===== config.mk =====
export PLATFORM = sky130hd
export DESIGN_NAME = flash_preset_sched
export DESIGN_NICKNAME = d
export VERILOG_FILES = /design/src/rtl/midi_pkg.sv /design/src/rtl/flash_backoff_cnt.sv /design/src/rtl/flash_preset_sched.sv
export SDC_FILE = /design/constraint.sdc
export NUM_CORES = 1
export LEC_CHECK = 0
export ABC_AREA = 1
export CAP_MARGIN = 20
export CORE_MARGIN = 2
export CORE_UTILIZATION = 43
export CTS_CLUSTER_DIAMETER = 50
export CTS_CLUSTER_SIZE = 24
export DETAILED_ROUTE_END_ITERATION = 16
export HOLD_SLACK_MARGIN = 0.06
export PLACE_DENSITY_LB_ADDON = 0.25
export SETUP_SLACK_MARGIN = 0.05
export SYNTH_ARGS = -nofsm -noshare
export SYNTH_HDL_FRONTEND = slang
export SYNTH_SLANG_ARGS = --single-unit

===== constraint.sdc =====
create_clock -name clk -period 2.6 [get_ports clk]
set_input_delay 0.26 -clock clk [delete_from_list [all_inputs] [get_ports clk]]
set_output_delay 0.26 -clock clk [all_outputs]
set_load 0.005 [all_outputs]

===== src/rtl/midi_pkg.sv =====
`default_nettype none
// +----------------------------------------------------------------------------+
// | Package : midi_pkg                                                         |
// | Shared types and constants for the preset persistence scheduler.          |
// |   sched_state_t : scheduler FSM state encoding                             |
// |   sched_phase_t : which kind of flash transaction is in flight             |
// |   PRESET_BASE_ADDR / PRESET_WORDS : default preset area layout             |
// | Revision: 1.0  initial release                                             |
// +----------------------------------------------------------------------------+
package midi_pkg;

  typedef enum logic [2:0] {
    ST_RST_PULSE = 3'd0,
    ST_LOAD_REQ  = 3'd1,
    ST_ERASE_REQ = 3'd2,
    ST_WRITE_REQ = 3'd3,
    ST_ACK_DROP  = 3'd4,
    ST_BACKOFF   = 3'd5,
    ST_IDLE      = 3'd6,
    ST_FAIL      = 3'd7
  } sched_state_t;

  typedef enum logic [1:0] {
    PH_LOAD  = 2'd0,
    PH_ERASE = 2'd1,
    PH_WRITE = 2'd2
  } sched_phase_t;

  localparam logic [23:0] PRESET_BASE_ADDR = 24'h1ffd80;
  localparam int          PRESET_WORDS     = 4;

endpackage
`default_nettype wire


===== src/rtl/flash_backoff_cnt.sv =====
`default_nettype none
// +----------------------------------------------------------------------------+
// | Module  : flash_backoff_cnt                                                |
// | Retry back-off timer. A load arms it; while enabled it counts down and     |
// | asserts done in the last of GAP enabled cycles.                            |
// |   clk  in  1  system clock                                                 |
// |   rst  in  1  asynchronous, active-low reset                               |
// |   load in  1  arm the timer (takes priority over counting)                 |
// |   en   in  1  count enable (back-off window active)                        |
// |   done out 1  back-off window ends this cycle                              |
// | Revision: 1.0  initial release                                             |
// +----------------------------------------------------------------------------+
module flash_backoff_cnt #(
  parameter int GAP = 1024
) (
  input  logic clk,
  input  logic rst,
  input  logic load,
  input  logic en,
  output logic done
);

  localparam int CW = (GAP > 1) ? $clog2(GAP) : 1;

  logic [CW-1:0] cnt_q;
  logic [CW-1:0] cnt_d;

  // Loaded with GAP-1 so that the enabled window spans exactly GAP cycles,
  // the last of which (count 0) is the done cycle.
  always_comb begin
    cnt_d = cnt_q;
    if (load) begin
      cnt_d = CW'(GAP - 1);
    end else if (en && (cnt_q != '0)) begin
      cnt_d = cnt_q - 1'b1;
    end
  end

  assign done = en && (cnt_q == '0);

  always_ff @(posedge clk or negedge rst) begin
    if (!rst) begin
      cnt_q <= '0;
    end else begin
      cnt_q <= cnt_d;
    end
  end

endmodule
`default_nettype wire


===== src/rtl/flash_preset_sched.sv =====
`default_nettype none
// +----------------------------------------------------------------------------+
// | Module  : flash_preset_sched                                               |
// | Sole master of the spi_flash port. After reset pulses the flash reset and  |
// | loads WORDS preset words into the preset RAM; on save_req erases the       |
// | preset area and writes every word back. Retries are bounded.               |
// |   clk, rst (async active-low)                                              |
// |   save_req            : persist request pulse                              |
// |   f_rst_o/f_adr_o/f_dat_o/f_we_o/f_tga_o/f_stb_o : flash request side      |
// |   f_dat_i/f_ack_i/f_rty_i                         : flash response side    |
// |   mem_idx/mem_we/mem_wdata/mem_rdata              : preset RAM port        |
// |   word_valid, busy, fail                          : status                 |
// | Revision: 1.0  initial release                                             |
// +----------------------------------------------------------------------------+
module flash_preset_sched
  import midi_pkg::*;
#(
  parameter int          WORDS     = PRESET_WORDS,
  parameter logic [23:0] BASE_ADDR = PRESET_BASE_ADDR,
  parameter int          MAX_RETRY = 3,
  parameter int          RETRY_GAP = 1024,
  localparam int         IW        = (WORDS > 1) ? $clog2(WORDS) : 1
) (
  input  logic             clk,
  input  logic             rst,
  input  logic             save_req,
  output logic             f_rst_o,
  output logic [23:0]      f_adr_o,
  output logic [31:0]      f_dat_o,
  output logic             f_we_o,
  output logic             f_tga_o,
  output logic             f_stb_o,
  input  logic [31:0]      f_dat_i,
  input  logic             f_ack_i,
  input  logic             f_rty_i,
  output logic [IW-1:0]    mem_idx,
  output logic             mem_we,
  output logic [31:0]      mem_wdata,
  input  logic [31:0]      mem_rdata,
  output logic [WORDS-1:0] word_valid,
  output logic             busy,
  output logic             fail
);

  localparam int          RW       = $clog2(MAX_RETRY + 2);
  localparam logic [IW-1:0] LAST_IDX = IW'(WORDS - 1);

  sched_state_t     state_q, state_d;
  sched_phase_t     phase_q, phase_d;
  logic [IW-1:0]    idx_q, idx_d;
  logic [RW-1:0]    retry_q, retry_d;
  logic             pend_q, pend_d;
  logic [WORDS-1:0] word_valid_q, word_valid_d;
  logic             mem_we_q, mem_we_d;
  logic [31:0]      mem_wdata_q, mem_wdata_d;

  logic             bo_load;
  logic             bo_en;
  logic             bo_done;
  logic             start_save;
  logic [23:0]      word_adr;

  flash_backoff_cnt #(
    .GAP (RETRY_GAP)
  ) u_backoff (
    .clk  (clk),
    .rst  (rst),
    .load (bo_load),
    .en   (bo_en),
    .done (bo_done)
  );

  assign bo_en    = (state_q == ST_BACKOFF);
  assign word_adr = BASE_ADDR + {{(22 - IW){1'b0}}, idx_q, 2'b00};

  always_comb begin
    state_d      = state_q;
    phase_d      = phase_q;
    idx_d        = idx_q;
    retry_d      = retry_q;
    pend_d       = pend_q;
    word_valid_d = word_valid_q;
    mem_we_d     = 1'b0;
    mem_wdata_d  = mem_wdata_q;
    bo_load      = 1'b0;

    case (state_q)
      ST_RST_PULSE: begin
        state_d = ST_LOAD_REQ;
        phase_d = PH_LOAD;
        idx_d   = '0;
      end

      ST_LOAD_REQ, ST_ERASE_REQ, ST_WRITE_REQ: begin
        // A retry request outranks an acknowledge seen in the same cycle.
        if (f_rty_i) begin
          retry_d = retry_q + 1'b1;
          if (retry_q >= RW'(MAX_RETRY)) begin
            state_d = ST_FAIL;
          end else begin
            state_d = ST_BACKOFF;
            bo_load = 1'b1;
          end
        end else if (f_ack_i) begin
          retry_d = '0;
          state_d = ST_ACK_DROP;
          if (state_q == ST_LOAD_REQ) begin
            mem_we_d            = 1'b1;
            mem_wdata_d         = f_dat_i;
            word_valid_d[idx_q] = 1'b1;
          end
        end
      end

      // Ack may be held for several cycles; advance only once it is gone so
      // a single ack never completes two transactions.
      ST_ACK_DROP: begin
        if (!f_ack_i) begin
          if (phase_q == PH_ERASE) begin
            state_d = ST_WRITE_REQ;
            phase_d = PH_WRITE;
            idx_d   = '0;
          end else if (idx_q == LAST_IDX) begin
            if (pend_q) begin
              state_d = ST_ERASE_REQ;
              phase_d = PH_ERASE;
            end else begin
              state_d = ST_IDLE;
            end
          end else begin
            idx_d   = idx_q + 1'b1;
            state_d = (phase_q == PH_LOAD) ? ST_LOAD_REQ : ST_WRITE_REQ;
          end
        end
      end

      ST_BACKOFF: begin
        if (bo_done) begin
          case (phase_q)
            PH_ERASE: state_d = ST_ERASE_REQ;
            PH_WRITE: state_d = ST_WRITE_REQ;
            default:  state_d = ST_LOAD_REQ;
          endcase
        end
      end

      ST_IDLE: begin
        if (pend_q) begin
          state_d = ST_ERASE_REQ;
          phase_d = PH_ERASE;
        end
      end

      ST_FAIL: begin
        state_d = ST_FAIL;
      end

      default: begin
        state_d = ST_IDLE;
      end
    endcase

    // Only a fresh save start consumes the pending request; re-entering the
    // erase after a back-off must not swallow a request made meanwhile.
    if (start_save) begin
      pend_d = 1'b0;
    end
    if (save_req && (state_q != ST_FAIL)) begin
      pend_d = 1'b1;
    end
  end

  assign start_save = (state_d == ST_ERASE_REQ) &&
                      ((state_q == ST_IDLE) || (state_q == ST_ACK_DROP));

  always_ff @(posedge clk or negedge rst) begin
    if (!rst) begin
      state_q      <= ST_RST_PULSE;
      phase_q      <= PH_LOAD;
      idx_q        <= '0;
      retry_q      <= '0;
      pend_q       <= 1'b0;
      word_valid_q <= '0;
      mem_we_q     <= 1'b0;
      mem_wdata_q  <= '0;
    end else begin
      state_q      <= state_d;
      phase_q      <= phase_d;
      idx_q        <= idx_d;
      retry_q      <= retry_d;
      pend_q       <= pend_d;
      word_valid_q <= word_valid_d;
      mem_we_q     <= mem_we_d;
      mem_wdata_q  <= mem_wdata_d;
    end
  end

  // Flash request outputs decode straight from the state so that an
  // asynchronous reset removes the strobe without waiting for a clock.
  assign f_rst_o = (state_q == ST_RST_PULSE);
  assign f_stb_o = (state_q == ST_LOAD_REQ) || (state_q == ST_ERASE_REQ) ||
                   (state_q == ST_WRITE_REQ);
  assign f_we_o  = (state_q == ST_ERASE_REQ) || (state_q == ST_WRITE_REQ);
  assign f_tga_o = (state_q == ST_ERASE_REQ);
  assign f_adr_o = (state_q == ST_ERASE_REQ) ? BASE_ADDR :
                   ((state_q == ST_LOAD_REQ) || (state_q == ST_WRITE_REQ)) ? word_adr :
                   24'd0;
  assign f_dat_o = (state_q == ST_WRITE_REQ) ? mem_rdata : 32'd0;

  assign mem_idx    = idx_q;
  assign mem_we     = mem_we_q;
  assign mem_wdata  = mem_wdata_q;
  assign word_valid = word_valid_q;

  // The reset-pulse cycle reads as not busy so every output but f_rst_o is
  // low while reset is held.
  assign busy = (state_q != ST_IDLE) && (state_q != ST_FAIL) &&
                (state_q != ST_RST_PULSE);
  assign fail = (state_q == ST_FAIL);

endmodule
`default_nettype wire


==> qor.txt <==
Run status: finished, final reports clean
Crit Path Class: reg -> out
Synth cell types: 30
Final Hold Violating Endpoints: 0
Setup TNS: 0 ps
Cell depth of the worst hold path: 3
Per-cell routed wire length: 13.0 µm
Synth Flop Type: dfrtp_1
Worst R2R Start: retry_q[0]
# Max-Cap Violations: 0
Final setup violation count: 0
Die Ht: 90.0 µm
Peak Freq: 435 MHz
Number of global-route vias before repair: 2972
Clock Latency Late Sink: 340 ps
Reg-to-Reg End: u_backoff.cnt_q[4]
Setup ws final: 301 ps
CP endpoint kind: output pin
P&R area growth vs syn: 56.7%
Max-slew violations: 0
CP arrival: 2040 ps
Maximum VDD drop: 0.464 mV
Placed Area: 4750 µm²
Inserted Clock Buffers: 9
Initial antenna violation count: 0
Clock share of power: 44.8%
I/O pin total: 170
PortBufs: 160
Min-delay src: save_req
Hpwl dp: 6.71 mm
Sw power: 0.449 mW
All-Layer GR Usage: 21.9%
Vias: 3105
Die area: 8090 µm²
Layout Cells excl Fill: 673
Overflow after GRT: 0
Synthesized flop and latch total: 58
Clk buf depth: 2
Leak pwr: 2.47 nW
Relative slew margins: 54.7%
WP data required: 2340 ps
Mapped Cells: 419
CTS tree: yes
Gate power share: 10.0%
Root buffer cell: clkbuf_8
Final Cycle Share: 88.4%
Antenna fix cells: 0
Core area: 7210 µm²
EDFF count, synth: 0
Power Density: 416 nW/µm²
Pre-CTS WS: 476 ps
Sw Ratio: 21.7%
Seq/Total Area, Yosys: 45.7%
Crit path launch type: register
Reg2Reg Setup Slack: 510 ps
H-tree levels: 3
# rows: 31
DRC viols: 0
Avg Cell Area, Syn: 7.58 µm²
Hold Crit Class: in -> reg
Die W: 90.0 µm
Total iterations of the first detailed-routing run: 4
Share of layout cells above drive strength 1: 5.23%
Final cell area excluding filler cells: 4980 µm²
Worst-path maximum fanout: 32
Global placement routability congestion: 0.880
Initial detailed-routing violation count: 112
Worst Reg-to-Reg Cells: 9
# clock sinks: 58
Worst Tran Pin Value: 679 ps
Postcts setup bufs: 0
Largest net degree at the start of global routing: 37
Final min period: 2300 ps
Post-Route WL: 8.75 mm
Internal power: 1.62 mW
Starting Density: 44.0%
Inst Count DP: 656
First-pass GRT wire length: 14.2 mm
Share of power burned in registers: 45.1%
Hold EP: pend_q
RSZ-0062 raised after global routing: no
Synthesized area: 3180 µm²
Layout Nets: 648
CTS clk-pin slew, worst paths: 70 ps
Post-DRT Antenna Nets: 0
Clock skew: 11.8 ps
Syn. warnings: 0
Asr flop ratio synth: 100%
Final Power: 2.07 mW
DR vias/cell: 4.61
-- area by class of cell --
type | instances | area, µm²
multi-input combinational | 277 | 1320
fill | 585 | 2240
clock inverter | 5 | 77.6
tap | 99 | 124
inverter | 58 | 218
clock buffer | 11 | 141
timing repair buffer | 165 | 1650
sequential | 58 | 1450
-- cells by family (layout without fill, tap and decap cells) --
logic type | Yosys count | after routing | synth area share, %
buffers and inverters | 92 | 239 | 13.9
AO/OA/AOI/OAI | 36 | 36 | 6.66
XOR/XNOR | 5 | 5 | 1.38
adder cells (fa/ha/maj) | 10 | 10 | 3.94
other | 1 | 9 | 0.118
flip-flops | 58 | 58 | 45.7
AND/OR/NAND/NOR | 217 | 217 | 28.3
-- repair_timing --
action / in CTS / in global routing
resized for setup: 0 / 2
hold buffers: 1 / 0
endpoints found under the setup margin: 0 / 34
hold endpoints to repair: 28 / 0
-- critical path: stages (launching register included) --
cell and delay [ps]:
dfrtp_2 510, inv_1 120, nor2_1 130, nand2_1 60
buf_4 230, nor2_1 110, clkdlybuf4s50_1 530
-- state kept, by name, summed over array words and instances (netlist names) --
name / flops
u_backoff.cnt_q: 10
mem_wdata: 32
phase_q: 2
word_valid: 4
state_q: 3
retry_q: 3
pend_q: 1
mem_we: 1
mem_idx: 2
-- metal layers --
metal	routed length, µm	track usage [%]	vias to the layer above	part of all wire, %
met3	661	5.87	14	7.6
met4	182	9.62	0	2.1
li1	-	-	1541	-
met2	4570	40.7	116	52
met1	3330	23.1	1434	38
met5	0	0	-	0
-- cell usage after synthesis (2+ instances only) --
library cell,count,area share (%)
nand2_1,129,15
nor2_1,59,7.0
dfrtp_1,58,46
inv_1,56,6.6
buf_4,23,5.4
o21ai_0,21,3.3
nand3_1,14,2.2
ha_1,10,3.9
buf_2,8,1.3
a21oi_1,4,0.63
nand4_1,4,0.79
xor2_1,4,1.1
a21o_1,3,0.71
clkbuf_1,3,0.35
nand3b_1,3,0.71
nor2_4,3,1.1
nor3_1,3,0.47
inv_2,2,0.24
-- power groups by stage --
| stage | sequential [mW] | combinational, mW | clock (mW) |
|---|---|---|---|
| 6_report | 0.936 | 0.208 | 0.929 |
| 5_1_grt | 0.937 | 0.228 | 0.980 |
| 4_1_cts | 0.936 | 0.211 | 0.939 |
| 3_5_place_dp | 0.952 | 0.209 | 0 |
| 3_3_place_gp | 0.951 | 0.205 | 0 |
| 2_1_floorplan | 0.954 | 0.0420 | 0 |
-- cells in the final DEF (no fill, tap or decap), drive strengths merged, types with 5 or more instances in the layout --
cell           netlist  layout
buf                 31       5
clkbuf               3      11
clkdlybuf4s50        0     159
conb                 1       9
dfrtp               58      58
ha                  10      10
inv                 58      58
nand2              130     130
nand3               14      14
nor2                62      62
o21ai               21      21
-- through the flow --
stage	hold slack, ps	util (%)
after global routing	466	69.0
final	456	69.0
after global placement	329	65.8
after CTS	453	69.0
after detailed placement	331	65.8
after floorplan	-35.6	-
-- how the worst max path moves through the flow --
stage                     startpoint                  to  slack, ps  depth (start not counted)
after global routing      state_q[1]         f_dat_o[31]        170                          6
after floorplan           retry_q[0]  u_backoff.cnt_q[8]        940                         10
after CTS                 state_q[1]         f_adr_o[14]        100                          3
after global placement    state_q[1]         f_adr_o[20]        580                          3
final                     state_q[1]          f_dat_o[6]        300                          6
after detailed placement  state_q[1]         f_adr_o[14]        480                          3
Power figures use the tool's default switching activity.
